<file path="src/rtl/uart_loader.sv">
// UART serial boot loader: receives an A5/LEN/payload/XOR-checksum frame and writes words to instruction memory.
// Optional `UART_LOADER_AUTOBOOT_EN releases the core from reset immediately after rst_n.
module uart_loader #(
  parameter int unsigned CLK_HZ    = 100_000_000,
  parameter int unsigned BAUD      = 115_200,
  parameter int unsigned MAX_WORDS = 1024
) (
  input  logic        clk,
  input  logic        rst_n,
  input  logic        rx,
  output logic        core_rst_n,
  output logic        busy,
  output logic        err,
  output logic        mem_w_en,
  output logic [31:0] mem_w_addr,
  output logic [31:0] mem_w_data
);

  localparam int unsigned DIV   = CLK_HZ / BAUD;
  localparam int unsigned CNT_W = $clog2(DIV);
  localparam logic [CNT_W-1:0] HALF_M1 = CNT_W'(DIV / 2 - 1);
  localparam logic [CNT_W-1:0] FULL_M1 = CNT_W'(DIV - 1);
  localparam logic [7:0] SYNC_BYTE = 8'hA5;

`ifdef UART_LOADER_AUTOBOOT_EN
  localparam logic CORE_RST_INIT = 1'b1;
`else
  localparam logic CORE_RST_INIT = 1'b0;
`endif

  typedef enum logic [1:0] {RX_IDLE, RX_START, RX_DATA, RX_STOP} rx_state_e;
  typedef enum logic [2:0] {ST_IDLE, ST_LEN0, ST_LEN1, ST_DATA, ST_CSUM, ST_DONE, ST_ERR} ld_state_e;

  // ---------------- RX front end ----------------
  logic [1:0]       sync_q;
  logic             rx_s;
  rx_state_e        rx_state_q, rx_state_d;
  logic [CNT_W-1:0] rx_cnt_q, rx_cnt_d;
  logic [2:0]       rx_bit_q, rx_bit_d;
  logic [7:0]       rx_shift_q, rx_shift_d;
  logic             byte_valid_c;
  logic             frame_err_c;

  assign rx_s = sync_q[1];

  always_ff @(posedge clk) begin
    if (!rst_n) begin
      sync_q     <= 2'b11;
      rx_state_q <= RX_IDLE;
      rx_cnt_q   <= '0;
      rx_bit_q   <= '0;
      rx_shift_q <= '0;
    end else begin
      sync_q     <= {sync_q[0], rx};
      rx_state_q <= rx_state_d;
      rx_cnt_q   <= rx_cnt_d;
      rx_bit_q   <= rx_bit_d;
      rx_shift_q <= rx_shift_d;
    end
  end

  always_comb begin
    rx_state_d   = rx_state_q;
    rx_cnt_d     = rx_cnt_q;
    rx_bit_d     = rx_bit_q;
    rx_shift_d   = rx_shift_q;
    byte_valid_c = 1'b0;
    frame_err_c  = 1'b0;
    case (rx_state_q)
      RX_IDLE: begin
        if (!rx_s) begin
          rx_state_d = RX_START;
          rx_cnt_d   = '0;
        end
      end
      RX_START: begin
        if (rx_cnt_q == HALF_M1) begin
          rx_cnt_d = '0;
          rx_bit_d = '0;
          // A start bit that is high again at mid-bit is treated as a glitch
          rx_state_d = rx_s ? RX_IDLE : RX_DATA;
        end else begin
          rx_cnt_d = CNT_W'(rx_cnt_q + 1'b1);
        end
      end
      RX_DATA: begin
        if (rx_cnt_q == FULL_M1) begin
          rx_cnt_d   = '0;
          rx_shift_d = {rx_s, rx_shift_q[7:1]};
          rx_bit_d   = 3'(rx_bit_q + 1'b1);
          if (rx_bit_q == 3'd7) rx_state_d = RX_STOP;
        end else begin
          rx_cnt_d = CNT_W'(rx_cnt_q + 1'b1);
        end
      end
      RX_STOP: begin
        if (rx_cnt_q == FULL_M1) begin
          rx_cnt_d     = '0;
          rx_state_d   = RX_IDLE;
          byte_valid_c = rx_s;
          frame_err_c  = !rx_s;
        end else begin
          rx_cnt_d = CNT_W'(rx_cnt_q + 1'b1);
        end
      end
      default: rx_state_d = RX_IDLE;
    endcase
  end

  // ---------------- Frame FSM ----------------
  ld_state_e   state_q, state_d;
  logic [15:0] len_q, len_d;
  logic [15:0] idx_q, idx_d;
  logic [1:0]  byte_cnt_q, byte_cnt_d;
  logic [7:0]  csum_q, csum_d;
  logic [31:0] word_q, word_d;
  logic        mem_w_en_q, mem_w_en_d;
  logic [31:0] mem_w_addr_q, mem_w_addr_d;
  logic [31:0] mem_w_data_q, mem_w_data_d;
  logic        core_rst_n_q, core_rst_n_d;
  logic        err_q, err_d;
  logic        busy_q, busy_d;
  logic [15:0] len_full_c;
  logic [15:0] idx_inc_c;
  logic [31:0] word_nx_c;

  always_ff @(posedge clk) begin
    if (!rst_n) begin
      state_q      <= ST_IDLE;
      len_q        <= '0;
      idx_q        <= '0;
      byte_cnt_q   <= '0;
      csum_q       <= '0;
      word_q       <= '0;
      mem_w_en_q   <= 1'b0;
      mem_w_addr_q <= '0;
      mem_w_data_q <= '0;
      core_rst_n_q <= CORE_RST_INIT;
      err_q        <= 1'b0;
      busy_q       <= 1'b0;
    end else begin
      state_q      <= state_d;
      len_q        <= len_d;
      idx_q        <= idx_d;
      byte_cnt_q   <= byte_cnt_d;
      csum_q       <= csum_d;
      word_q       <= word_d;
      mem_w_en_q   <= mem_w_en_d;
      mem_w_addr_q <= mem_w_addr_d;
      mem_w_data_q <= mem_w_data_d;
      core_rst_n_q <= core_rst_n_d;
      err_q        <= err_d;
      busy_q       <= busy_d;
    end
  end

  always_comb begin
    state_d      = state_q;
    len_d        = len_q;
    idx_d        = idx_q;
    byte_cnt_d   = byte_cnt_q;
    csum_d       = csum_q;
    word_d       = word_q;
    mem_w_en_d   = 1'b0;
    mem_w_addr_d = mem_w_addr_q;
    mem_w_data_d = mem_w_data_q;
    core_rst_n_d = core_rst_n_q;
    err_d        = err_q;
    len_full_c   = {rx_shift_q, len_q[7:0]};
    idx_inc_c    = 16'(idx_q + 16'd1);
    word_nx_c    = word_q;
    word_nx_c[{byte_cnt_q, 3'b000} +: 8] = rx_shift_q;

    if (frame_err_c) begin
      state_d = ST_ERR;
      err_d   = 1'b1;
    end else if (byte_valid_c) begin
      case (state_q)
        ST_IDLE, ST_DONE, ST_ERR: begin
          if (rx_shift_q == SYNC_BYTE) begin
            state_d      = ST_LEN0;
            err_d        = 1'b0;
            core_rst_n_d = 1'b0;
            idx_d        = '0;
            byte_cnt_d   = '0;
            csum_d       = '0;
          end
        end
        ST_LEN0: begin
          len_d   = {8'h00, rx_shift_q};
          state_d = ST_LEN1;
        end
        ST_LEN1: begin
          len_d = len_full_c;
          if (32'(len_full_c) > MAX_WORDS) begin
            state_d = ST_ERR;
            err_d   = 1'b1;
          end else if (len_full_c == 16'd0) begin
            state_d = ST_CSUM;
          end else begin
            state_d = ST_DATA;
          end
        end
        ST_DATA: begin
          word_d     = word_nx_c;
          csum_d     = csum_q ^ rx_shift_q;
          byte_cnt_d = 2'(byte_cnt_q + 1'b1);
          // Fourth lane completes the word: issue the write
          if (byte_cnt_q == 2'd3) begin
            mem_w_en_d   = 1'b1;
            mem_w_addr_d = {14'b0, idx_q, 2'b00};
            mem_w_data_d = word_nx_c;
            idx_d        = idx_inc_c;
            if (idx_inc_c == len_q) state_d = ST_CSUM;
          end
        end
        ST_CSUM: begin
          if (rx_shift_q == csum_q) begin
            state_d      = ST_DONE;
            core_rst_n_d = 1'b1;
          end else begin
            state_d = ST_ERR;
            err_d   = 1'b1;
          end
        end
        default: state_d = ST_IDLE;
      endcase
    end

    busy_d = !(state_d inside {ST_IDLE, ST_DONE, ST_ERR});
  end

  assign core_rst_n = core_rst_n_q;
  assign busy       = busy_q;
  assign err        = err_q;
  assign mem_w_en   = mem_w_en_q;
  assign mem_w_addr = mem_w_addr_q;
  assign mem_w_data = mem_w_data_q;

endmodule

</file>
<file path="config.mk">
export PLATFORM = sky130hd
export DESIGN_NAME = uart_loader
export DESIGN_NICKNAME = d
export VERILOG_FILES = /design/src/rtl/uart_loader.sv
export SDC_FILE = /design/constraint.sdc
export NUM_CORES = 1
export LEC_CHECK = 0
export CORE_AREA = 2 2 151 123
export DETAILED_ROUTE_END_ITERATION = 12
export DIE_AREA = 0 0 153 125
export PLACE_DENSITY = 0.69
export SLEW_MARGIN = 20
export SYNTH_ARGS = -nofsm -noshare
export SYNTH_HDL_FRONTEND = slang
export SYNTH_SLANG_ARGS = --single-unit
</file>
<file path="constraint.sdc">
create_clock -name clk -period 2.6 [get_ports clk]
set_input_delay 0.52 -clock clk [delete_from_list [all_inputs] [get_ports clk]]
set_output_delay 0.52 -clock clk [all_outputs]
set_load 0.02 [all_outputs]
</file>
After elaboration in Yosys (flattened, before gate mapping) --
Index checks and enable logic that the tools add are counted.
Cells by class: shift-type cells 2, order comparisons 1, multiplexer cells 45, bitwise operators 6, $mul 0, reduce and logical (&&, ||, !) cells 27, add/subtract/negate cells 5, divide/modulo/power cells 0, eq/ne operators 29
Operators with widths (count):
- 16-bit case mux with 2 select lines | 2
- 32-bit bitwise mux | 1
- 16-bit 2-to-1 mux | 2
- 8-bit by 7-bit variable shift with 32-bit output, first input constant | 1
- 8-bit by 7-bit indexed part select with 32-bit output | 1
- 10-bit 2-to-1 mux | 3
- 10-bit case mux with 3 select lines | 1
- 3-bit 2-to-1 mux | 9
- 5-bit AND reduction | 4
- 3-bit equality test, second input constant | 6
- 16-bit by 1-bit adder with 16-bit output, second input constant | 1
- 16-bit equality test | 1
- 16-bit by 11-bit > comparator with 1-bit output, second input constant | 1
- 16-bit zero test | 1
- 2-bit 2-to-1 mux | 8
- 2-bit != test, second input constant | 8
- 8-bit case mux with 2 select lines | 1
- 3-bit case mux with 5 select lines | 1
- 4-bit AND reduction | 3
- 1-bit 2-to-1 mux | 11
- 10-bit by 1-bit adder with 10-bit output, second input constant | 1
- 10-bit equality test, second input constant | 1
- 10-bit by 9-bit equality test with 1-bit output, second input constant | 1
- 2-bit nonzero test | 5
- other kinds (28) | 41
Storage, ports and cells: logic and storage cells 133, memories 0, input port bits 3, bits in registers 154, output and inout bits 68, bits in latches 0, bits in read-only memories 0, RAM bits 0

Logic depth before layout (Yosys ltp) --
depth in word-level cells 10, mapped depth 11, depth with buffers taken out 10

Least setup slack after synthesis --
No wires, ideal clock.
path type register to register, from reg idx_q[1], to reg busy_q, in the netlist busy, stages on the path, launching flop included 11, required time 2514 ps, data arrival time 2348 ps, path slack 167 ps, period minus slack after synthesis 2433 ps, setup time 86 ps, buffers on the path 0, cells stage by stage dfxtp_1 ha_1 nand3_1 xor2_1 a2111oi_0 o211ai_1 a311oi_1 nand4_1 a2bb2oi_1 nor3_1 a211oi_1
Between the ends: cells in the longest elaborated chain, start to end 10, elaborated cells between the ends (all ways) 12, those cells by class add/sub (1); eq/ne (3); mux (5); reduce/logical (3)
Ends and longest elaborated chain:
- from (decl) | line 113 | logic [15:0] idx_q, idx_d;
- from (signal assigned) | line 144 | idx_q <= idx_d;
- 16-bit by 1-bit adder with 16-bit output * | line 170 | idx_inc_c = 16'(idx_q + 16'd1);
- 16-bit equality test * | line 214 | if (idx_inc_c == len_q) state_d = ST_CSUM;
- 3-bit 2-to-1 mux * | line 214
- 3-bit 2-to-1 mux * | line 209 | if (byte_cnt_q == 2'd3) begin
- 3-bit case mux with 5 select lines * | line 178 | case (state_q)
- 3-bit 2-to-1 mux * | line 177 | end else if (byte_valid_c) begin
- 3-bit 2-to-1 mux * | line 174 | if (frame_err_c) begin
- 3-bit equality test or 3-bit zero test (tied branches) | line 230 | busy_d = !(state_d inside {ST_IDLE, ST_DONE, ST_ERR});
- 3-bit nonzero test * | line 230
- 1-bit zero test * | line 230
- to (signal assigned) | line 153 | busy_q <= busy_d;
- to (decl) | line 122 | logic busy_q, busy_d;
Mark *: on every way between the ends. The rest lies on a longest branch, timed or not. A chain may end at the register's enable or synchronous reset.

Worst setup path after layout --
from reg idx_q[0], to reg busy_q, in the netlist busy
The elaborated chain is that of the path after synthesis.

==> out/qor.log <==
[floorplan] total number of placement rows 44
[floorplan] Die Height 125 µm
[sta] Worst-Margin Slew 750 ps
[pwr] Total Power Consumption 4.90 mW
[clocking] TritonCTS Buffers 17
[sta] Hold Vio Cnt, Final 0
[route] vias after detailed routing 6662
[critical_path] worst-path fanout max 5
[yosys] number of instances in the synthesized netlist 924
[route] Post-DRT Antenna Nets 0
[clocking] H-tree depth 4
[pwr] power density over the cells 517 nW/µm²
[clocking] hold_buf cts 0
[sta] highest achievable clock rate 405 MHz
[run_status] run status finished clean
[route] DRC errors left 0
[yosys] netlist area before placement 7790 µm²
[yosys] post-synthesis cell type count 69
[critical_path] crit path launch type register
[global_route] pin count of the biggest net entering global routing 80
[clocking] buffer cell driving the clock tree root sky130_fd_sc_hd__clkbuf_16
[clocking] clock insertion delay at the later pin of the skew report 430 ps
[route] total iterations of the first detailed-routing run 5
[critical_path] kind of capture point of the worst setup path register
[critical_path] data arrival time of the critical path 2810 ps
[run] max-cap viol count 0
[final_layout] post-layout utilization of the core 0.533
[clocking] Clock Tree Buf Depth 2
[final_layout] growth of design area from synthesis to finish 21.6%
[critical_path] Data required, critical path 2950 ps
[yosys] flip-flop and latch count after synthesis 154
[global_route] wire length of the first global-routing pass 31200 µm
[sta] clock tree skew after final layout 13.4 ps
[final_layout] Layout fillers 1624
[sta] Min Clock Period, post-route 2470 ps
[clocking] Worst-path clk slew 70 ps
[placement] number of port buffers 54
[final_layout] number of nets in the layout 996
[sta] setup tns final 0 ps
[global_route] total routing resource utilization after global routing 0.198
[placement] detailed-placement wirelength estimate 12100 µm
[yosys] yosys synthesis warning count 0
[pwr] reported leakage power 4.16 nW
[sta] Max Slew Vio Count 0
[hold_path] type of the most critical hold path reg2reg
[clocking] CTS tree built
[critical_path] critical path class reg2reg
[route] drt wl/cell 15.3 µm
[route] post-detailed-route via-to-cell ratio 5.44
[floorplan] I/O pin cnt 71
[floorplan] initial cell density of the core 0.438
[sta] worst rel slew slack 0.497
[sta] final period utilization 0.950
[pwr] VDD IR max 0.000416 V
[sta] number of setup violations in the final report 0
[yosys] Post-synth EDFFs 0
[yosys] register area share after synthesis 0.396
[final_layout] non-filler instance count after layout 1225
[global_route] number of global-route vias before repair 6162
[floorplan] DIE AREA 19100 µm²
[global_route] final global-route overflow total 0
[floorplan] Std-Cell Core Area 17800 µm²
[clocking] CTS sink cnt 154
[floorplan] x dimension of the die 153 µm
[global_route] antenna violations before repair 0
[placement] Placed Cells 1191
[placement] routability cong. 0.947
[final_layout] ANT cells 0
[yosys] top_reg_cell synth sky130_fd_sc_hd__dfxtp_1
[yosys] proportion of register bits with asynchronous set or reset after synthesis 0
[route] Total Routed Length 18800 µm
[yosys] mean cell area of the mapped netlist 8.43 µm²
[final_layout] share of post-route cells with drive strength above 1 0.134
[route] First DRT Iteration DRCs 540
[timing repair]
item / 4_1_cts / 5_1_grt
endpoints found under the hold margin: 0 / 0
buffers inserted: 0 / 2
endpoints found under the setup margin: 1 / 92
gates resized for setup: 2 / 29
pin swaps: 2 / 13
[flip-flops by register name, indices dropped and copies added, names as in the netlist, 8 cells and up, named ones only]
name	count
rx_shift_q	8
len_q	16
mem_w_addr	16
rx_cnt_q	10
csum_q	8
idx_q	16
mem_w_data	32
word_q	32
[metrics by stage]
stage	cell area [µm²]	worst slack [ps]	hold slack, ps
6_report	9480	131	427
5_1_grt	9480	-33.7	446
4_1_cts	9320	2.40	428
3_5_place_dp	8740	-6.20	401
3_3_place_gp	8740	43.4	393
2_1_floorplan	7850	167	386
[cells by family (layout without fill, tap and decap cells)]
kind of cell	Yosys count	in the layout	synth area share
fa+ha+maj	12	12	0.0190
compound gates	255	255	0.240
buf+inv	110	166	0.0641
simple gates	355	355	0.237
flops	154	154	0.396
other cells	1	16	0.000481
mux	12	12	0.0157
xor+xnor	25	25	0.0281
[layout make-up]
cell class | count | area (µm²) | share of cell area
clock inverters | 13 | 134 | 0.0141
repair buffers | 116 | 1040 | 0.110
well taps | 230 | 288 | 0.0304
clock buffers | 19 | 443 | 0.0467
flip-flops and latches | 154 | 3090 | 0.326
multi-input cells | 675 | 4410 | 0.465
inverters | 18 | 67.6 | 0.00713
[path summary, 6_finish.rpt]
kind                                            start              endpoint  slack [ps]  cells past startpoint
worst max-delay path            idx_q[0]$_SDFFE_PN0P_       busy$_SDFF_PN0_         130                     10
worst min-delay path             sync_q[0]$_SDFF_PN1_  sync_q[1]$_SDFF_PN1_         430                      1
worst max register to register  idx_q[0]$_SDFFE_PN0P_       busy$_SDFF_PN0_         130                     10
worst min register to register   sync_q[0]$_SDFF_PN1_  sync_q[1]$_SDFF_PN1_         430                      1
[critical path: stages, from the launching register on]
cell,delay [ps]
sky130_fd_sc_hd__dfxtp_4,390
sky130_fd_sc_hd__ha_4,160
sky130_fd_sc_hd__and4_4,270
sky130_fd_sc_hd__buf_4,140
sky130_fd_sc_hd__a31oi_1,80
sky130_fd_sc_hd__mux2_2,300
sky130_fd_sc_hd__and2_1,160
sky130_fd_sc_hd__a41oi_1,210
sky130_fd_sc_hd__a2bb2oi_1,360
sky130_fd_sc_hd__xnor2_1,120
sky130_fd_sc_hd__a211oi_1,190
[synth_stat cells (12+ instances only)]
library cell                 n  area share
sky130_fd_sc_hd__xnor2_1    18       0.020
sky130_fd_sc_hd__nor2_1     36       0.017
sky130_fd_sc_hd__clkbuf_1   61       0.029
sky130_fd_sc_hd__o21ai_0    42       0.027
sky130_fd_sc_hd__buf_4      18       0.017
sky130_fd_sc_hd__and2_1     18       0.014
sky130_fd_sc_hd__nor2b_1    64       0.051
sky130_fd_sc_hd__nand3_1    20       0.013
sky130_fd_sc_hd__a21boi_0   37       0.036
sky130_fd_sc_hd__nand4_1    12      0.0096
sky130_fd_sc_hd__inv_1      18      0.0087
sky130_fd_sc_hd__nand2_1   139       0.067
sky130_fd_sc_hd__a21oi_1    53       0.034
sky130_fd_sc_hd__dfxtp_1   154        0.40
sky130_fd_sc_hd__o211a_1    67       0.086
[layer usage]
metal | share of wire | up-vias | wire length [µm] | track usage
met5 | 0 | - | 0 | 0
met4 | 0.010 | 0 | 189 | 0.0517
met3 | 0.056 | 17 | 1060 | 0.0593
met2 | 0.42 | 165 | 7880 | 0.284
met1 | 0.51 | 3152 | 9630 | 0.289
li1 | - | 3328 | - | -
[cells in the final DEF, fill, tap and decap left out, types with 4 or more instances in the layout]
master,Yosys,final
sky130_fd_sc_hd__o21ai_0,42,42
sky130_fd_sc_hd__xnor2_1,18,16
sky130_fd_sc_hd__or3b_1,4,4
sky130_fd_sc_hd__o21a_1,4,4
sky130_fd_sc_hd__dfxtp_2,0,4
sky130_fd_sc_hd__nor3b_1,5,5
sky130_fd_sc_hd__dfxtp_1,154,149
sky130_fd_sc_hd__a31oi_1,4,4
sky130_fd_sc_hd__a21boi_1,6,7
sky130_fd_sc_hd__clkdlybuf4s50_1,0,53
sky130_fd_sc_hd__a22oi_1,11,11
sky130_fd_sc_hd__clkbuf_16,0,17
sky130_fd_sc_hd__nand4_1,12,12
sky130_fd_sc_hd__o211a_1,67,67
sky130_fd_sc_hd__and3_1,7,5
sky130_fd_sc_hd__buf_4,18,60
sky130_fd_sc_hd__inv_1,18,18
sky130_fd_sc_hd__ha_1,11,10
sky130_fd_sc_hd__and2_1,18,18
sky130_fd_sc_hd__a21o_1,4,4
sky130_fd_sc_hd__o211ai_1,4,4
sky130_fd_sc_hd__inv_6,0,5
sky130_fd_sc_hd__mux2i_1,10,10
sky130_fd_sc_hd__nand3_1,20,18
sky130_fd_sc_hd__nor2b_1,64,64
sky130_fd_sc_hd__nor3_1,10,8
sky130_fd_sc_hd__a21boi_0,37,36
sky130_fd_sc_hd__a21oi_1,53,53
sky130_fd_sc_hd__or3_1,7,7
sky130_fd_sc_hd__nand2_1,139,139
sky130_fd_sc_hd__xor2_1,7,6
sky130_fd_sc_hd__nor2_1,36,34
sky130_fd_sc_hd__conb_1,1,16
[report_power, final]
part | switching, mW | internal (mW)
Combinational | 0.0664 | 0.0289
Sequential | 0.00301 | 2.36
Clock | 1.07 | 1.37
(Power assumes the default switching activity.)
